File: src/rtl/fifo_stream_reader.sv
// Purpose : read-side adapter that pops a combinational-read FIFO into a registered 2-entry valid/ready buffer.
// Latency : one cycle from FIFO non-empty to m_valid; 1 word/cycle sustained while m_ready stays high.
// Backpr. : pop decision uses buffer occupancy only; at most one extra word lands in skid after m_ready drops.
//
// Ports:
//   clk, rst          - clock and synchronous active-high reset (rst wins over flush)
//   fifo_empty        - FIFO empty flag
//   fifo_rd_data      - FIFO head word, combinational from the FIFO read pointer
//   fifo_rd_en        - pop request to the FIFO (combinational)
//   m_valid/m_ready   - output stream handshake (m_valid registered)
//   m_data, m_last    - output word and end-of-burst tag (registered)
//   flush             - discard buffered words and restart burst framing
//   buf_count         - output buffer occupancy, 0..2
//
// Build option: define FIFO_READER_LAST_EN to compile in burst framing on m_last;
// without it m_last is tied low and everything else behaves the same.

module fifo_stream_reader #(
  parameter int DATA_WIDTH = 8,
  parameter int BURST_LEN  = 16,
  parameter int BEAT_WIDTH = $clog2(BURST_LEN)
) (
  input  logic                  clk,
  input  logic                  rst,
  input  logic                  fifo_empty,
  input  logic [DATA_WIDTH-1:0] fifo_rd_data,
  output logic                  fifo_rd_en,
  output logic                  m_valid,
  input  logic                  m_ready,
  output logic [DATA_WIDTH-1:0] m_data,
  output logic                  m_last,
  input  logic                  flush,
  output logic [1:0]            buf_count
);

  // Parameter sanity: framing needs at least two beats and a counter wide enough.
  if (BURST_LEN < 2 || BEAT_WIDTH != $clog2(BURST_LEN)) begin : g_cfg_check
    $error("fifo_stream_reader: BURST_LEN must be >= 2 and BEAT_WIDTH == $clog2(BURST_LEN)");
  end

  typedef enum logic [1:0] {
    OCC_0 = 2'd0,
    OCC_1 = 2'd1,
    OCC_2 = 2'd2
  } occ_e;

  occ_e                  r_occ;
  occ_e                  w_occ_nxt;
  logic [DATA_WIDTH-1:0] r_main;
  logic [DATA_WIDTH-1:0] r_skid;
  logic                  w_pop;
  logic                  w_take;
  logic                  w_main_from_fifo;
  logic                  w_main_from_skid;
  logic                  w_skid_from_fifo;

  // Pop only on registered occupancy so the FIFO never sees a path from m_ready.
  assign w_pop      = !fifo_empty && (r_occ != OCC_2) && !flush && !rst;
  assign w_take     = (r_occ != OCC_0) && m_ready;
  assign fifo_rd_en = w_pop;
  assign m_valid    = (r_occ != OCC_0);
  assign m_data     = r_main;
  assign buf_count  = r_occ;

  always_ff @(posedge clk) begin
    if (rst) begin
      r_occ <= OCC_0;
    end else begin
      r_occ <= w_occ_nxt;
    end
  end

  always_comb begin
    w_occ_nxt        = r_occ;
    w_main_from_fifo = 1'b0;
    w_main_from_skid = 1'b0;
    w_skid_from_fifo = 1'b0;
    if (flush) begin
      w_occ_nxt = OCC_0;
    end else begin
      case (r_occ)
        OCC_0: begin
          if (w_pop) begin
            w_main_from_fifo = 1'b1;
            w_occ_nxt        = OCC_1;
          end
        end
        OCC_1: begin
          if (w_take && w_pop) begin
            w_main_from_fifo = 1'b1;
          end else if (w_take) begin
            w_occ_nxt = OCC_0;
          end else if (w_pop) begin
            w_skid_from_fifo = 1'b1;
            w_occ_nxt        = OCC_2;
          end
        end
        OCC_2: begin
          // w_pop is necessarily 0 here, so skid simply shifts forward.
          if (w_take) begin
            w_main_from_skid = 1'b1;
            w_occ_nxt        = OCC_1;
          end
        end
        default: w_occ_nxt = OCC_0;
      endcase
    end
  end

  always_ff @(posedge clk) begin
    if (rst) begin
      r_main <= '0;
      r_skid <= '0;
    end else begin
      if (w_main_from_fifo) begin
        r_main <= fifo_rd_data;
      end else if (w_main_from_skid) begin
        r_main <= r_skid;
      end
      if (w_skid_from_fifo) begin
        r_skid <= fifo_rd_data;
      end
    end
  end

`ifdef FIFO_READER_LAST_EN
  localparam int LW = BEAT_WIDTH + 1;

  logic [BEAT_WIDTH-1:0] r_beat_cnt;
  logic [LW-1:0]         w_load_sum;
  logic [LW-1:0]         w_load_cnt;
  logic                  w_load_last;
  logic                  r_main_last;
  logic                  r_skid_last;

  // Words loaded so far = words accepted + words still buffered, so the load
  // counter is derived from the beat counter and occupancy (mod BURST_LEN).
  assign w_load_sum  = LW'(r_beat_cnt) + LW'(buf_count);
  assign w_load_cnt  = (w_load_sum >= LW'(BURST_LEN)) ? (w_load_sum - LW'(BURST_LEN)) : w_load_sum;
  assign w_load_last = (w_load_cnt == LW'(BURST_LEN - 1));
  assign m_last      = r_main_last;

  always_ff @(posedge clk) begin
    if (rst) begin
      r_beat_cnt  <= '0;
      r_main_last <= 1'b0;
      r_skid_last <= 1'b0;
    end else if (flush) begin
      r_beat_cnt  <= '0;
      r_main_last <= 1'b0;
      r_skid_last <= 1'b0;
    end else begin
      if (w_take) begin
        r_beat_cnt <= (r_beat_cnt == BEAT_WIDTH'(BURST_LEN - 1)) ? '0 : (r_beat_cnt + BEAT_WIDTH'(1));
      end
      if (w_main_from_fifo) begin
        r_main_last <= w_load_last;
      end else if (w_main_from_skid) begin
        r_main_last <= r_skid_last;
      end
      if (w_skid_from_fifo) begin
        r_skid_last <= w_load_last;
      end
    end
  end
`else
  assign m_last = 1'b0;
`endif

endmodule

File: config.mk
export PLATFORM = sky130hd
export DESIGN_NAME = fifo_stream_reader
export DESIGN_NICKNAME = d
export VERILOG_FILES = /design/src/rtl/fifo_stream_reader.sv
export SDC_FILE = /design/constraint.sdc
export NUM_CORES = 1
export LEC_CHECK = 0
export ABC_CLOCK_PERIOD_IN_PS = 3700
export CELL_PAD_IN_SITES_DETAIL_PLACEMENT = 0
export CELL_PAD_IN_SITES_GLOBAL_PLACEMENT = 1
export CORE_UTILIZATION = 35
export CTS_CLUSTER_SIZE = 20
export DETAILED_ROUTE_END_ITERATION = 12
export PLACE_DENSITY = 0.88
export SLEW_MARGIN = 20
export SYNTH_ARGS = -nofsm -noshare
export SYNTH_HDL_FRONTEND = slang
export SYNTH_SLANG_ARGS = --single-unit
File: constraint.sdc
create_clock -name clk -period 3.7 [get_ports clk]
set_input_delay 1.11 -clock clk [delete_from_list [all_inputs] [get_ports clk]]
set_output_delay 1.11 -clock clk [all_outputs]
set_load 0.01 [all_outputs]
---- Word level (Yosys, flattened, before mapping) ----
Index checks and enable logic that the tools add are counted.
operators by class
  add/sub/neg operators ................... 0
  multipliers ............................. 0
  div/mod/pow operators ................... 0
  order comparisons ....................... 0
  equal/unequal tests ..................... 7
  shifts and indexed selects .............. 0
  muxes and demuxes ....................... 19
  bitwise gates (word level) .............. 0
  reduce and logical (&&, ||, !) cells .... 13
operator list
  cell                                                              count
  8-bit 2-to-1 mux                                                  2
  1-bit 2-to-1 mux                                                  10
  2-bit 2-to-1 mux                                                  5
  2-bit inequality test (second input constant)                     4
  2-bit one-hot mux with 3 select lines                             1
  1-bit logical AND                                                 5
  4-bit AND reduction                                               1
  2-bit nonzero test                                                2
  1-bit logical NOT                                                 3
  3-bit inequality test (second input constant)                     1
  2-bit by 1-bit == test with 1-bit output (second input constant)  1
  2-bit == test (second input constant)                             1
  2-bit logical NOT                                                 1
  1-bit one-hot mux with 2 select lines                             1
  2-bit OR reduction                                                1
storage, ports and cells
  register bits after elaboration ......... 18
  bits in latches ......................... 0
  RAM bits ................................ 0
  memory bits (read-only) ................. 0
  input bits .............................. 13
  output and inout port bits .............. 13
  word-level logic and storage cells ...... 42
  memories ................................ 0

---- Logic depth before layout (Yosys ltp) ----
Gate-level depths: netlist (run 1).
  word-level depth ........................ 9
  depth in mapped cells ................... 6
  gate-level depth less buffers ........... 3

---- Worst setup path after synthesis (run 1) ----
Ideal clock, no wire load.
  kind .................................... input -> output
  start point ............................. input rst
  end point ............................... output fifo_rd_en
  arrival time ............................ 1.708 ns
  data required time ...................... 2.590 ns
  setup slack ............................. 0.882 ns
  stages .................................. 2
  path buffers ............................ 1
  cell sequence ........................... clkbuf_1 > nor4_1
between the ends
  word-level cells in the longest chain between the ends .. 2
ends and longest elaborated chain
  element            RTL line  RTL
  start, declared    24        input logic rst,
  1-bit logical NOT  58        assign w_pop = !fifo_empty && (r_occ != OCC_2) && !flush && !rst;
  1-bit logical AND  58
  end, declared      27        output logic fifo_rd_en,
No other way between the ends.

---- Worst setup path in the final report (run 1) ----
  start point ............................. input fifo_empty
  end point ............................... output fifo_rd_en
between the ends
  word-level cells in the longest chain between the ends .. 4
ends and longest elaborated chain
  element                         RTL line  RTL
  start, declared                 25        input logic fifo_empty,
  1-bit logical NOT               58
  1-bit logical AND (3 in a row)  58
No other way between the ends.

==> PnR_summary.wiki, run 1 <==
{| class="wikitable"
! Metric !! Value
|-
| Cell repeated most along the worst path || sky130_fd_sc_hd__clkdlybuf4s50_1
|-
| Final HPWL DP || 1370 um
|-
| Overall Global Routing Usage || 17.5%
|-
| Clock latency on the worst-skew pair || 0.29 ns
|-
| Worst-case vdd ir drop || 0.137 mV
|-
| Wirelength, routed || 2060 um
|-
| Leakage component of the power || 0.379 nW
|-
| Ordered list of cells on the worst path || clkdlybuf4s50_1, nor4_1, clkdlybuf4s50_1
|-
| Post-Route Skew || 0.00110 ns
|-
| Placement Setup Slack || 0.208 ns
|-
| Post-route fraction of the period consumed by the critical path || 94.2%
|-
| Reg area || 360 um^2
|-
| CTS tree || built
|-
| Count of max-cap constraint violations || 0
|-
| Htree depth || 1
|-
| Unrepaired setup endpoints after global routing || no
|-
| Biggest fanout along the worst timing path || 2
|-
| Synth Net Count || 109
|-
| End-of-flow core utilization || 51.4%
|-
| Global-route wire length before repair || 3470 um
|-
| Clock net sink count || 18
|-
| Vias per std cell || 5.38
|-
| Area overhead of the layout relative to synthesis || 33.5%
|-
| Starting density of the core || 38.5%
|-
| Post-detailed-route count of antenna-violating nets || 0
|-
| Critical path capture point type || primary output
|-
| Reg-to-reg slack, setup || 2.14 ns
|-
| Delay of the slowest critical-path stage || 0.58 ns
|-
| Post-synth top area share || 40.7%
|-
| Share of layout cells above drive strength 1 || 15.7%
|-
| Cell types with the largest area share after synthesis || sky130_fd_sc_hd__dfxtp_1, sky130_fd_sc_hd__mux2i_1, sky130_fd_sc_hd__a211oi_1
|-
| Worst hold path class || flop to flop
|-
| Sequential area share after synthesis || 40.7%
|-
| Number of warnings printed during yosys synthesis || 0
|-
| Final hold slack || 0.477 ns
|-
| Via count of the first global-routing pass || 769
|-
| Drt drc || 0
|-
| Setup Viol. Count Final || 0
|-
| Number of buffers on the longest clock path || 2
|-
| Number of distinct library cell variants in the gate-level netlist after synthesis || 27
|-
| Initial antenna violation count || 0
|-
| Number of buffers inserted for hold repair after clock tree synthesis || 0
|-
| Kind of launch point of the worst setup path || primary input
|-
| Cell at the root of the clock tree || sky130_fd_sc_hd__clkbuf_4
|-
| Pre-antenna DRT Iters || 4
|-
| Setup ws final || 0.213 ns
|-
| Aggregate global routing overflow || 0
|-
| Initial DRC Count || 14
|-
| Number of rows in the core area || 17
|-
| Number of buffers inserted during clock tree synthesis || 3
|-
| Cell Pwr Density || 329 nW/um^2
|-
| Area of all placed cells without fillers || 1180 um^2
|-
| Port-buffer cells || 24
|-
| Top achievable clock speed || 287 MHz
|-
| PostCTS Resize Cnt || 0
|-
| Total vias in the final route || 801
|-
| Cell accounting for the most synthesized area || sky130_fd_sc_hd__dfxtp_1
|-
| Die Y-Extent || 52.3 um
|-
| Slowest library cell on the worst path || sky130_fd_sc_hd__clkdlybuf4s50_1
|-
| Setup total negative slack || 0 ns
|-
| Final weighted congestion of routability-driven global placement || 0.707
|-
| Critical path class || primary input to primary output
|-
| Buffers plus inverters on the worst setup path || 2
|-
| Synthesized area per cell || 9.21 um^2
|-
| Fill cell instance count of the final layout || 208
|-
| Number of slew-limit violations in the final report || 0
|-
| Post-detailed-route wirelength per cell || 13.8 um
|-
| Floorplan core area || 2300 um^2
|-
| Number of nets in the finished design || 135
|-
| Final Hold Viols || 0
|-
| Top-Level Pins || 26
|-
| Crit path time final || 3.49 ns
|-
| Post-CTS Repair Setup Buffers || 0
|-
| Total area of multi-input combinational cells || 464 um^2
|-
| Crit path required time || 2.59 ns
|-
| Run status || finished clean
|-
| Largest net degree at the start of global routing || 21
|-
| Placed cell area || 1140 um^2
|-
| Register bit total from synthesis || 18
|-
| N_diodes || 0
|-
| Top cell family by delay on the critical path || buffers and inverters
|-
| Die outline width || 52.3 um
|-
| Clk pin slew, worst setup/hold paths || 0.10 ns
|-
| Worst endpoint data arrival time || 2.38 ns
|-
| Die area || 2730 um^2
|-
| Post-synthesis instance area || 885 um^2
|-
| Gate Count Post-Synth || 96
|}
-- kinds of logic (layout without fill, tap and decap cells) --
group	count (synthesis)	count (layout)	synth area share, %
buf+inv	9	34	7.50
mux	8	8	9.05
simple gates	32	32	23.5
flops	18	18	40.7
compound gates	28	28	18.8
other cells	1	1	0.424
-- sequential cells by signal, summed over array words and instances (netlist names) --
register and count:
r_skid 8, buf_count 2, m_data 8
-- cell usage after synthesis --
library cell	n
sky130_fd_sc_hd__nor4bb_1	1
sky130_fd_sc_hd__o21a_1	1
sky130_fd_sc_hd__nand2_1	2
sky130_fd_sc_hd__nor2_1	2
sky130_fd_sc_hd__buf_8	1
sky130_fd_sc_hd__clkbuf_1	3
sky130_fd_sc_hd__a21oi_1	11
sky130_fd_sc_hd__or2_2	2
sky130_fd_sc_hd__nor4_1	2
sky130_fd_sc_hd__nor3_1	6
sky130_fd_sc_hd__or4_4	1
sky130_fd_sc_hd__nand2b_1	1
sky130_fd_sc_hd__mux2i_1	8
sky130_fd_sc_hd__nand3_1	8
sky130_fd_sc_hd__nor2b_1	2
sky130_fd_sc_hd__buf_2	2
sky130_fd_sc_hd__buf_6	2
sky130_fd_sc_hd__nor4_4	1
sky130_fd_sc_hd__nor3_2	2
sky130_fd_sc_hd__nand3b_1	1
sky130_fd_sc_hd__a211oi_1	8
sky130_fd_sc_hd__or2b_2	1
sky130_fd_sc_hd__o21ai_1	7
sky130_fd_sc_hd__dfxtp_1	18
sky130_fd_sc_hd__conb_1	1
sky130_fd_sc_hd__o21ai_2	1
sky130_fd_sc_hd__buf_4	1
-- cells in the final DEF, fill, tap and decap left out, types with 3 or more instances in the layout --
cell type,count
sky130_fd_sc_hd__dfxtp_1,18
sky130_fd_sc_hd__clkbuf_4,3
sky130_fd_sc_hd__nand3_1,8
sky130_fd_sc_hd__buf_4,6
sky130_fd_sc_hd__a211oi_1,8
sky130_fd_sc_hd__a21oi_1,11
sky130_fd_sc_hd__clkdlybuf4s50_1,24
sky130_fd_sc_hd__nor3_1,6
sky130_fd_sc_hd__o21ai_1,7
sky130_fd_sc_hd__mux2i_1,8
-- routing by layer --
layer  part of all wire [%]  GRT usage (%)  vias up
met2                     46           27.8       13
met5                      0              0        -
li1                       -              -      405
met3                    2.6           1.74        2
met1                     50           22.7      381
met4                    1.3           10.5        0
-- worst paths after layout --
check,start,cells after the start,end
min,r_skid[1],2,r_skid[1]
max,fifo_empty,3,fifo_rd_en
min reg2reg,r_skid[1],2,r_skid[1]
max reg2reg,buf_count[1],3,m_data[4]
-- stage by stage --
stage | cells | total power [mW]
final | 149 | 0.388
after global routing | 149 | 0.411
after CTS | 149 | 0.394
after global placement | 145 | 0.269
after detailed placement | 145 | 0.270
after floorplan | 96 | 0.235
-- power breakdown --
group	internal, mW	total [mW]	switching [mW]
Combinational	0.0340	0.0625	0.0285
Sequential	0.199	0.203	0.00392
Clock	0.0600	0.122	0.0623
-- final cells by class --
type                    instances  share of cell area, %
repair buffers                 30                   24.2
clock buffers                   4                   3.07
multi-input cells              69                   39.3
well taps                      28                   2.97
flip-flops and latches         18                   30.5
-- worst min-delay path, cell delays in order (launching register included) --
cell and delay, ns:
sky130_fd_sc_hd__dfxtp_1 0.33, sky130_fd_sc_hd__o21ai_2 0.05, sky130_fd_sc_hd__a21oi_1 0.05
Note: power is estimated with default switching activity, not from simulation.
==> inputs of run 2 (changes only) <==
CORE_UTILIZATION = 36   (was 35)
PLACE_DENSITY = 0.9   (was 0.88)
SKIP_CTS_REPAIR_TIMING = 1   (was not set)
==> PnR_summary.wiki, run 2 (same netlist as run 1, synthesis figures left out) <==
{| class="wikitable"
! Metric !! Value
|-
| Post-Route Skew || 0.00596 ns
|-
| Clk pin slew, worst setup/hold paths || 0.10 ns
|-
| Sw Ratio || 24.0%
|-
| Unrepaired setup endpoints after global routing || no
|-
| Clock net sink count || 18
|-
| Area overhead of the layout relative to synthesis || 33.5%
|-
| Slowest library cell on the worst path || sky130_fd_sc_hd__clkdlybuf4s50_1
|-
| Buffers plus inverters on the worst setup path || 2
|-
| Die Y-Extent || 51.6 um
|-
| Critical path capture point type || primary output
|-
| Die area || 2660 um^2
|-
| Number of nets in the finished design || 135
|-
| Comb pwr share || 16.1%
|-
| End-of-flow core utilization || 52.4%
|-
| Top achievable clock speed || 288 MHz
|-
| Vias per std cell || 5.48
|-
| Die outline width || 51.6 um
|-
| Setup Viol. Count Final || 0
|-
| Final weighted congestion of routability-driven global placement || 0.702
|-
| Actual transition at the worst max-transition pin || 0.610 ns
|-
| Top cell family by delay on the critical path || buffers and inverters
|-
| Total vias in the final route || 816
|-
| Cell Pwr Density || 327 nW/um^2
|-
| Initial DRC Count || 5
|-
| Leakage component of the power || 0.379 nW
|-
| Number of slew-limit violations in the final report || 0
|-
| Number of rows in the core area || 17
|-
| Cell at the root of the clock tree || sky130_fd_sc_hd__clkbuf_4
|-
| Critical path class || primary input to primary output
|-
| Floorplan core area || 2250 um^2
|-
| Htree depth || 1
|-
| Wirelength, routed || 1990 um
|-
| Post-detailed-route wirelength per cell || 13.4 um
|-
| Kind of launch point of the worst setup path || primary input
|-
| Biggest fanout along the worst timing path || 2
|-
| Number of buffers on the longest clock path || 2
|-
| Number of cells in the design after placement || 145
|-
| Placement Setup Slack || 0.204 ns
|-
| Final non-filler cell total || 149
|-
| Aggregate global routing overflow || 0
|-
| Crit path required time || 2.59 ns
|-
| Post-detailed-route count of antenna-violating nets || 0
|-
| Power dissipated by switching net loads || 0.0926 mW
|-
| Cell repeated most along the worst path || sky130_fd_sc_hd__clkdlybuf4s50_1
|-
| Setup ws final || 0.227 ns
|-
| Most common library cell in the layout ignoring fill and taps || sky130_fd_sc_hd__clkdlybuf4s50_1
|-
| Post-route fraction of the period consumed by the critical path || 93.9%
|-
| Final hold slack || 0.478 ns
|-
| Pre-antenna DRT Iters || 4
|-
| Crit path time final || 3.47 ns
|-
| Clock share of power || 31.1%
|-
| Overall Global Routing Usage || 16.7%
|-
| Initial antenna violation count || 0
|-
| CTS tree || built
|-
| Int Pwr || 0.293 mW
|-
| Share of layout cells above drive strength 1 || 15.7%
|-
| N_diodes || 0
|-
| Port-buffer cells || 24
|-
| Via count of the first global-routing pass || 740
|-
| Worst endpoint data arrival time || 2.36 ns
|-
| Max-slew headroom || 59.3%
|-
| Starting density of the core || 39.2%
|-
| Worst hold path class || flop to flop
|-
| Drt drc || 0
|-
| Setup total negative slack || 0 ns
|-
| Largest net degree at the start of global routing || 21
|-
| Top-Level Pins || 26
|-
| Global-route wire length before repair || 3330 um
|-
| Number of buffers inserted during clock tree synthesis || 3
|-
| Final HPWL DP || 1340 um
|-
| Count of max-cap constraint violations || 0
|-
| Clock latency on the worst-skew pair || 0.29 ns
|-
| Leading cell types in the layout, fill and taps excluded || sky130_fd_sc_hd__clkdlybuf4s50_1, sky130_fd_sc_hd__dfxtp_1, sky130_fd_sc_hd__a21oi_1
|-
| Run status || finished clean
|-
| Worst-case vdd ir drop || 0.179 mV
|-
| Delay of the slowest critical-path stage || 0.57 ns
|-
| Final Hold Viols || 0
|-
| Power share of the sequential group || 52.7%
|-
| Ordered list of cells on the worst path || clkdlybuf4s50_1, nor4_1, clkdlybuf4s50_1
|}
-- run 2: cell counts in the layout (fill, tap and decap cells not counted) --
Identical to the previous run, type by type.
-- run 2: path summary, 6_finish.rpt --
check,from,endpoint,slack [ns],cells after the start
worst max-delay path,fifo_empty,fifo_rd_en,0.23,3
worst min-delay path,r_skid[1],r_skid[1],0.48,2
worst max register to register,buf_count[0],m_data[3],1.98,4
worst min register to register,r_skid[1],r_skid[1],0.48,2
-- run 2: area by class of cell --
cell class              instances  area, um^2
clock buffers                   4        36.3
fillers                       215        1070
multi-input cells              69         464
flip-flops and latches         18         360
well taps                      28        35.0
repair buffers                 30         285
-- run 2: layer usage --
metal / global-route usage [%] / wire [um] / part of all wire [%]
met1: 22.8 / 931 / 47
met2: 25.8 / 967 / 49
met3: 2.05 / 69 / 3.5
met4: 8.11 / 25 / 1.3
met5: 0 / 0 / 0
-- run 2: worst min-delay path: cells and delay by family, from the launching register on --
| kind | cells | cell delay (ns) |
|---|---|---|
| flip-flops | 1 | 0.33 |
| AO/OA/AOI/OAI | 2 | 0.11 |
-- run 2: power groups by stage --
stage | sequential [mW] | combinational (mW) | clock (mW)
floorplan | 0.210 | 0.0257 | 0
global placement | 0.208 | 0.0613 | 0
detailed placement | 0.208 | 0.0619 | 0
CTS | 0.203 | 0.0623 | 0.125
global route | 0.204 | 0.0671 | 0.135
finish | 0.203 | 0.0622 | 0.120
-- run 2: through the flow --
stage	total power [mW]	instance area [um^2]
after detailed placement	0.270	1140
after global routing	0.406	1180
after CTS	0.390	1180
after floorplan	0.235	885
after global placement	0.269	1140
final	0.386	1180
==> inputs of run 3 (changes only) <==
CORE_UTILIZATION = 32   (was 36)
PLACE_DENSITY = 0.82   (was 0.9)
==> PnR_summary.wiki, run 3 (same netlist as run 1, synthesis figures left out) <==
{| class="wikitable"
! Metric !! Value
|-
| Aggregate global routing overflow || 0
|-
| Slowest library cell on the worst path || sky130_fd_sc_hd__clkdlybuf4s50_1
|-
| Crit path time final || 3.52 ns
|-
| Number of nets in the finished design || 135
|-
| Worst endpoint data arrival time || 2.41 ns
|-
| Clk pin slew, worst setup/hold paths || 0.10 ns
|-
| Via count of the first global-routing pass || 729
|-
| Kind of launch point of the worst setup path || primary input
|-
| Worst-case vdd ir drop || 0.275 mV
|-
| Post-detailed-route count of antenna-violating nets || 0
|-
| Port-buffer cells || 24
|-
| Die outline width || 54.6 um
|-
| Area of all placed cells without fillers || 1180 um^2
|-
| Final Hold Viols || 0
|-
| Largest net degree at the start of global routing || 21
|-
| Critical path capture point type || primary output
|-
| Clock latency on the worst-skew pair || 0.29 ns
|-
| Biggest fanout along the worst timing path || 2
|-
| Number of rows in the core area || 18
|-
| Vias per std cell || 5.26
|-
| Cell at the root of the clock tree || sky130_fd_sc_hd__clkbuf_4
|-
| Post-route fraction of the period consumed by the critical path || 95.1%
|-
| Top-Level Pins || 26
|-
| Final non-filler cell total || 151
|-
| Post-detailed-route wirelength per cell || 13.8 um
|-
| Area overhead of the layout relative to synthesis || 33.8%
|-
| Unrepaired setup endpoints after global routing || no
|-
| Pre-antenna DRT Iters || 3
|-
| Clock net sink count || 18
|-
| Crit path required time || 2.59 ns
|-
| Critical path class || primary input to primary output
|-
| Initial DRC Count || 12
|-
| CTS tree || built
|-
| Top achievable clock speed || 284 MHz
|-
| Run status || finished clean
|-
| Htree depth || 1
|-
| Final HPWL DP || 1380 um
|-
| Number of buffers on the longest clock path || 2
|-
| Number of cells in the design after placement || 147
|-
| Total vias in the final route || 795
|-
| Top cell family by delay on the critical path || buffers and inverters
|-
| Number of slew-limit violations in the final report || 0
|-
| Number of buffers inserted during clock tree synthesis || 3
|-
| Placed cell area || 1150 um^2
|-
| Buffers plus inverters on the worst setup path || 2
|-
| Drt drc || 0
|-
| Count of max-cap constraint violations || 0
|-
| Post-Route Skew || 0.00293 ns
|-
| Setup Viol. Count Final || 0
|-
| Initial antenna violation count || 0
|-
| Cell repeated most along the worst path || sky130_fd_sc_hd__clkdlybuf4s50_1
|-
| Setup total negative slack || 0 ns
|-
| Starting density of the core || 34.8%
|-
| Floorplan core area || 2540 um^2
|-
| Die area || 2980 um^2
|-
| Ordered list of cells on the worst path || clkdlybuf4s50_1, nor4_1, clkdlybuf4s50_1
|-
| N_diodes || 0
|-
| Wirelength, routed || 2090 um
|-
| Leakage component of the power || 0.379 nW
|-
| Die Y-Extent || 54.6 um
|-
| Share of layout cells above drive strength 1 || 15.7%
|-
| Final hold slack || 0.469 ns
|-
| Fill cell instance count of the final layout || 260
|-
| Final weighted congestion of routability-driven global placement || 0.740
|-
| Cell Pwr Density || 327 nW/um^2
|-
| Delay of the slowest critical-path stage || 0.58 ns
|-
| Global-route wire length before repair || 3310 um
|-
| Overall Global Routing Usage || 15.9%
|-
| Leading cell types in the layout, fill and taps excluded || sky130_fd_sc_hd__clkdlybuf4s50_1, sky130_fd_sc_hd__dfxtp_1, sky130_fd_sc_hd__a21oi_1
|-
| Worst hold path class || flop to flop
|-
| Most common library cell in the layout ignoring fill and taps || sky130_fd_sc_hd__clkdlybuf4s50_1
|}
-- run 3: power breakdown --
part / leakage [nW] / internal (mW) / switching, mW
sequential: 0.146 / 0.199 / 0.00433
clock: 0.0210 / 0.0600 / 0.0602
combinational: 0.212 / 0.0340 / 0.0287
-- run 3: path summary, 6_finish.rpt --
kind           startpoint          to  slack [ns]  cells after the start
max            fifo_empty  fifo_rd_en        0.18                      3
min             r_skid[1]   r_skid[1]        0.47                      2
max reg2reg  buf_count[1]   m_data[3]        2.15                      4
min reg2reg     r_skid[1]   r_skid[1]        0.47                      2
-- run 3: routing by layer --
layer  wire [um]  GRT usage [%]  vias up
li1            -              -      402
met1         999           19.6      377
met2        1000           26.6       14
met3          78           5.83        2
met4          10           2.99        0
met5           0              0        -
-- run 3: final cells by class --
cell class	instances	area, um^2	share of cell area, %
clock buffer	4	36.3	3.07
multi-input combinational	69	464	39.2
tap	30	37.5	3.17
timing repair buffer	30	285	24.1
sequential	18	360	30.4
-- run 3: through the flow --
step / utilization, % / power [mW] / setup WS (ns)
6_report: 46.5 / 0.387 / 0.181
5_1_grt: 46.5 / 0.404 / 0.106
4_1_cts: 46.5 / 0.390 / 0.170
3_5_place_dp: 45.1 / 0.271 / 0.169
3_3_place_gp: 45.1 / 0.269 / 0.230
2_1_floorplan: - / 0.235 / 0.882
-- run 3: tightest hold or removal path: stages, from the launching register on --
cell and delay [ns]:
sky130_fd_sc_hd__dfxtp_1 0.33, sky130_fd_sc_hd__o21ai_2 0.05, sky130_fd_sc_hd__a21oi_1 0.05
==> RTL change 1 (config.mk and constraints of run 3) <==
The parameter `DATA_WIDTH` goes from 8 to 10.
--- a/src/rtl/fifo_stream_reader.sv
+++ b/src/rtl/fifo_stream_reader.sv
@@ -17,5 +17,5 @@
 
 module fifo_stream_reader #(
-  parameter int DATA_WIDTH = 8,
+  parameter int DATA_WIDTH = 10,
   parameter int BURST_LEN  = 16,
   parameter int BEAT_WIDTH = $clog2(BURST_LEN)
Interface: changed (resized fifo_rd_data and m_data); port bits go from 26 to 30. The function was not compared with the original's and may differ.
==> RTL change 1 against run 3 <==
  * Total power grew 30%
  * Die area grew 20%
  * Setup slack gained 0.025 ns
  * Register-to-register slack lost 0.06 ns
  * Sequential power grew 22%
  * Via count grew 26%
  * Sequential cell count grew 4
  * Cell count grew 29%
  * Area after synthesis grew 21%
  * Non-clock buffer count grew 3
  * Routed wire length grew 22%
  * Clock skew grew 0.0051 ns
  * Design area grew 20%
  * Critical endpoint unchanged
  * Largest power group unchanged
  * Highest routed layer unchanged
==> RTL change 1: results (changes against run 3) <==
<table>
<tr><th>Metric</th><th>Value</th></tr>
<tr><th colspan="2">Outcome</th></tr>
<tr><td>Result of the run</td><td>complete, no violations</td></tr>
<tr><th colspan="2">Drt</th></tr>
<tr><td>Via Count</td><td>998 (+26%)</td></tr>
<tr><td>DR WL/cell</td><td>13.0 microns (-5.7%)</td></tr>
<tr><td>Aggregate routed wire length</td><td>2540 microns (+22%)</td></tr>
<tr><th colspan="2">Synth</th></tr>
<tr><td>Synth cell types</td><td>23 (-15%)</td></tr>
<tr><td>Number of instances in the synthesized netlist</td><td>127 (+32%)</td></tr>
<tr><td>Ranking of synthesized cells by instance count</td><td>dfxtp_1 (22), nand2_1 (22), a21oi_1 (13)</td></tr>
<tr><td>Sequential element share of the synthesized area</td><td>41.1% (+0.34 points)</td></tr>
<tr><td>Largest cells by area after synthesis</td><td>dfxtp_1 (41%), nor3_2 (9.3%), a311oi_1 (8.2%)</td></tr>
<tr><th colspan="2">Clock network</th></tr>
<tr><td>Clock transition time at the flip-flop clock pins of the worst setup and hold paths</td><td>0.12 ns (+0.02 ns)</td></tr>
<tr><td>Worst-skew pair later-pin latency</td><td>0.31 ns (+0.02 ns)</td></tr>
<tr><th colspan="2">Setup path</th></tr>
<tr><td>Worst reg-to-reg setup slack</td><td>2.09 ns (-0.06 ns)</td></tr>
<tr><td>Startpoint of the worst-slack reg-to-reg timing path</td><td>buf_count[1]$_SDFFE_PP0P_</td></tr>
<tr><th colspan="2">Place</th></tr>
<tr><td>GP Congestion</td><td>0.710 (-4.1%)</td></tr>
<tr><td>Dpl cells</td><td>191 (+30%)</td></tr>
<tr><td>Count of buffers inserted at the top-level ports</td><td>28 (+17%)</td></tr>
<tr><td>Dpl ws</td><td>0.208 ns (+0.0398 ns)</td></tr>
<tr><th colspan="2">STA</th></tr>
<tr><td>Clock tree skew after final layout</td><td>0.00799 ns (+0.00506 ns)</td></tr>
<tr><td>Worst slack on hold paths</td><td>0.482 ns (+0.0126 ns)</td></tr>
<tr><td>F_max</td><td>286 MHz (+0.72%)</td></tr>
<tr><th colspan="2">Global route</th></tr>
<tr><td>Global-route wire length before repair</td><td>4310 microns (+30%)</td></tr>
<tr><td>Vias in the first global route</td><td>938 (+29%)</td></tr>
<tr><th colspan="2">Power</th></tr>
<tr><td>Switching Fraction</td><td>22.3% (-1.8 points)</td></tr>
<tr><td>Max IR drop VDD</td><td>0.149 mV (-46%)</td></tr>
<tr><td>Leakage power total</td><td>0.462 nW (+22%)</td></tr>
<tr><th colspan="2">Cells and area</th></tr>
<tr><td>Share of layout cells above drive strength 1</td><td>14.6% (-1.1 points)</td></tr>
<tr><td>Number of nets in the layout</td><td>167 (+24%)</td></tr>
<tr><th colspan="2">Min path</th></tr>
<tr><td>Worst hold endpoint</td><td>m_data[1]$_SDFFE_PP0P_</td></tr>
</table>
[RTL change 1: cells by family after synthesis]
group	synth area share [%]
simple gates	31.6
compound gates	19.6
flops	41.1
buf+inv	7.35
other cells	0.350
[RTL change 1: power by group through the flow]
stage / Clock (mW) / Combinational, mW / Sequential [mW]
2_1_floorplan: 0 / 0.0301 / 0.256
3_3_place_gp: 0 / 0.0714 / 0.254
3_5_place_dp: 0 / 0.0720 / 0.254
4_1_cts: 0.190 / 0.0723 / 0.249
5_1_grt: 0.198 / 0.0784 / 0.250
6_report: 0.183 / 0.0723 / 0.248
[RTL change 1: per-stage QoR]
stage                     area (sq um)  total power, mW  utilization [%]
after floorplan                   1070            0.286                -
after global placement            1370            0.325             43.7
after detailed placement          1370            0.326             43.7
after CTS                         1420            0.511             45.4
after global routing              1420            0.526             45.4
final                             1420            0.504             45.4
[RTL change 1: final cells by class]
class | instances | area [sq um]
Fill cell | 321 | 1710
Sequential cell | 22 | 440
Tap cell | 44 | 55.1
Timing Repair Buffer | 33 | 318
Clock inverter | 1 | 30.0
Clock buffer | 3 | 22.5
Multi-Input combinational cell | 92 | 553
[RTL change 1: worst register-to-register path, cell delays in order (launching register included)]
cell and delay [ns]:
dfxtp_1 0.42, nor4_1 0.31, buf_4 0.24, nand2_1 0.25, a311oi_1 0.31
[RTL change 1: layer usage]
| layer | wire, microns | GRT usage (%) | vias to the layer above | share of wire (%) |
|---|---|---|---|---|
| met5 | 0 | 0 | - | 0 |
| met4 | 59 | 8.97 | 0 | 2.3 |
| met3 | 38 | 1.52 | 6 | 1.5 |
| met2 | 1230 | 26.3 | 15 | 49 |
| met1 | 1210 | 20.5 | 470 | 48 |
| li1 | - | - | 507 | - |
==> RTL change 2 (flow settings as in run 3) <==
Made on the original files. Put one more register stage on the output `buf_count`, cleared by the reset. The value now appears one clock later. The other outputs are not delayed to match.
--- a/src/rtl/fifo_stream_reader.sv
+++ b/src/rtl/fifo_stream_reader.sv
@@ -61,5 +61,11 @@
   assign m_valid    = (r_occ != OCC_0);
   assign m_data     = r_main;
-  assign buf_count  = r_occ;
+  always_ff @(posedge clk) begin
+    if (rst) begin
+      buf_count <= '0;
+    end else begin
+      buf_count <= r_occ;
+    end
+  end
 
   always_ff @(posedge clk) begin
Formal check against the unedited RTL: not equivalent (Yosys sat finds a counterexample within 4 cycles, from zero or initial values and one cycle with rst high).
==> RTL change 2 against run 3 <==
  * Area after synthesis grew 5.9%
  * Sequential share of layout area grew 1.5 points
  * Cell count grew 3.3%
  * Setup slack gained 0.033 ns
  * Design area grew 5.9%
  * Routed wire length grew 1.1%
  * Utilization shrank 1.0 points
  * Clock power grew 50%
  * Sequential cell count grew 2
  * Total power grew 21%
  * Global-route usage shrank 1.3 points
  * First-iteration DRC count grew 17%
  * Critical endpoint unchanged
  * Largest power group unchanged
  * Highest routed layer unchanged
==> RTL change 2: results (changes against run 3) <==
<table>
<tr><th>Metric</th><th>Value</th></tr>
<tr><th colspan="2">Outcome</th></tr>
<tr><td>Result of the run</td><td>complete, no violations</td></tr>
<tr><th colspan="2">Drt</th></tr>
<tr><td>DR WL/cell</td><td>13.5 microns (-2.2%)</td></tr>
<tr><td>Vias per cell</td><td>5.26 (about the same)</td></tr>
<tr><td>Aggregate routed wire length</td><td>2110 microns (+1.1%)</td></tr>
<tr><th colspan="2">Cells and area</th></tr>
<tr><td>Share of layout cells above drive strength 1</td><td>15.2% (-0.50 points)</td></tr>
<tr><td>Area overhead of the layout relative to synthesis</td><td>33.8% (about the same)</td></tr>
<tr><td>Number of nets in the layout</td><td>139 (+3.0%)</td></tr>
<tr><td>Fillcell total</td><td>290 (+12%)</td></tr>
<tr><th colspan="2">Power</th></tr>
<tr><td>Switching Fraction</td><td>22.0% (-2.1 points)</td></tr>
<tr><td>Max IR drop VDD</td><td>0.276 mV (+0.32%)</td></tr>
<tr><th colspan="2">Setup path</th></tr>
<tr><td>Startpoint of the worst-slack reg-to-reg timing path</td><td>r_occ[1]$_SDFFE_PP0P_</td></tr>
<tr><td>Number of cells traversed by the worst register-to-register path</td><td>3 (-1)</td></tr>
<tr><td>Worst reg-to-reg setup slack</td><td>2.18 ns (+0.03 ns)</td></tr>
<tr><td>Endpoint of the lowest-slack register-to-register path</td><td>m_data[0]$_SDFFE_PP0P_</td></tr>
<tr><td>Worst Path Arrival</td><td>2.38 ns (-0.03 ns)</td></tr>
<tr><th colspan="2">Place</th></tr>
<tr><td>Dpl ws</td><td>0.222 ns (+0.0531 ns)</td></tr>
<tr><td>Placement-stage cell area</td><td>1200 sq um (+4.7%)</td></tr>
<tr><td>Half-perimeter wire length after placement</td><td>1370 microns (-0.82%)</td></tr>
<tr><td>GP Congestion</td><td>0.668 (-9.8%)</td></tr>
<tr><th colspan="2">Global route</th></tr>
<tr><td>GRT Total Usage</td><td>14.7% (-1.3 points)</td></tr>
<tr><td>Global-route wire length before repair</td><td>3650 microns (+10%)</td></tr>
<tr><td>Vias in the first global route</td><td>793 (+8.8%)</td></tr>
<tr><td>Maximum number of pins on one net before global-route repair</td><td>23 (+9.5%)</td></tr>
<tr><th colspan="2">Synth</th></tr>
<tr><td>Fraction of synthesized area in multiplexers</td><td>8.54% (-0.51 points)</td></tr>
<tr><td>Fraction of the mapped netlist area in compound gates</td><td>17.8% (-1.1 points)</td></tr>
<tr><td>Number of nets produced by synthesis</td><td>113 (+3.7%)</td></tr>
<tr><th colspan="2">Min path</th></tr>
<tr><td>Hold path start</td><td>r_skid[5]$_SDFFE_PP0P_</td></tr>
</table>
==> RTL change 2: cell types whose count changed after synthesis <==
cell | run 3 | this run
nor2b_1 | 2 | 4
dfxtp_1 | 18 | 20
==> RTL change 2: power groups by stage <==
stage	registers (mW)	clock network, mW	logic [mW]
global route	0.226	0.195	0.0677
CTS	0.226	0.186	0.0628
detailed placement	0.230	0	0.0623
floorplan	0.232	0	0.0261
finish	0.225	0.180	0.0627
global placement	0.230	0	0.0618
==> RTL change 2: worst min path at each step <==
stage | depth (start not counted) | slack, ns | endpoint
2_1_floorplan | 2 | 0.44 | r_skid[5]$_SDFFE_PP0P_
3_3_place_gp | 2 | 0.45 | r_skid[5]$_SDFFE_PP0P_
3_5_place_dp | 2 | 0.46 | r_skid[5]$_SDFFE_PP0P_
4_1_cts | 2 | 0.48 | r_skid[5]$_SDFFE_PP0P_
5_1_grt | 2 | 0.52 | r_skid[1]$_SDFFE_PP0P_
6_report | 2 | 0.48 | r_skid[5]$_SDFFE_PP0P_
==> RTL change 2: logic make-up after synthesis <==
kind of cell / count (synthesis)
DFF: 20
AOI/OAI and AO/OA: 28
and+or+nand+nor: 34
other: 1
buffers and inverters: 9
muxes: 8
==> RTL change 2: metal layers <==
| layer | routed length (microns) | track usage, % |
|---|---|---|
| met1 | 942 | 18.6 |
| met2 | 1000 | 23.8 |
| met3 | 155 | 6.05 |
| met4 | 9 | 2.09 |
| met5 | 0 | 0 |
==> RTL change 2: area by class of cell <==
cell class,count,area share [%]
clock inverters,1,2.40
well taps,31,3.09
multi-input cells,71,38.0
repair buffers,30,22.8
clock buffers,3,1.80
flip-flops and latches,20,31.9
==> RTL change 2: worst reg2reg max path, cell delays in order, from the launching register on <==
cell and delay (ns):
dfxtp_1 0.43, or4_4 0.71, nor3_1 0.21, a211oi_1 0.07
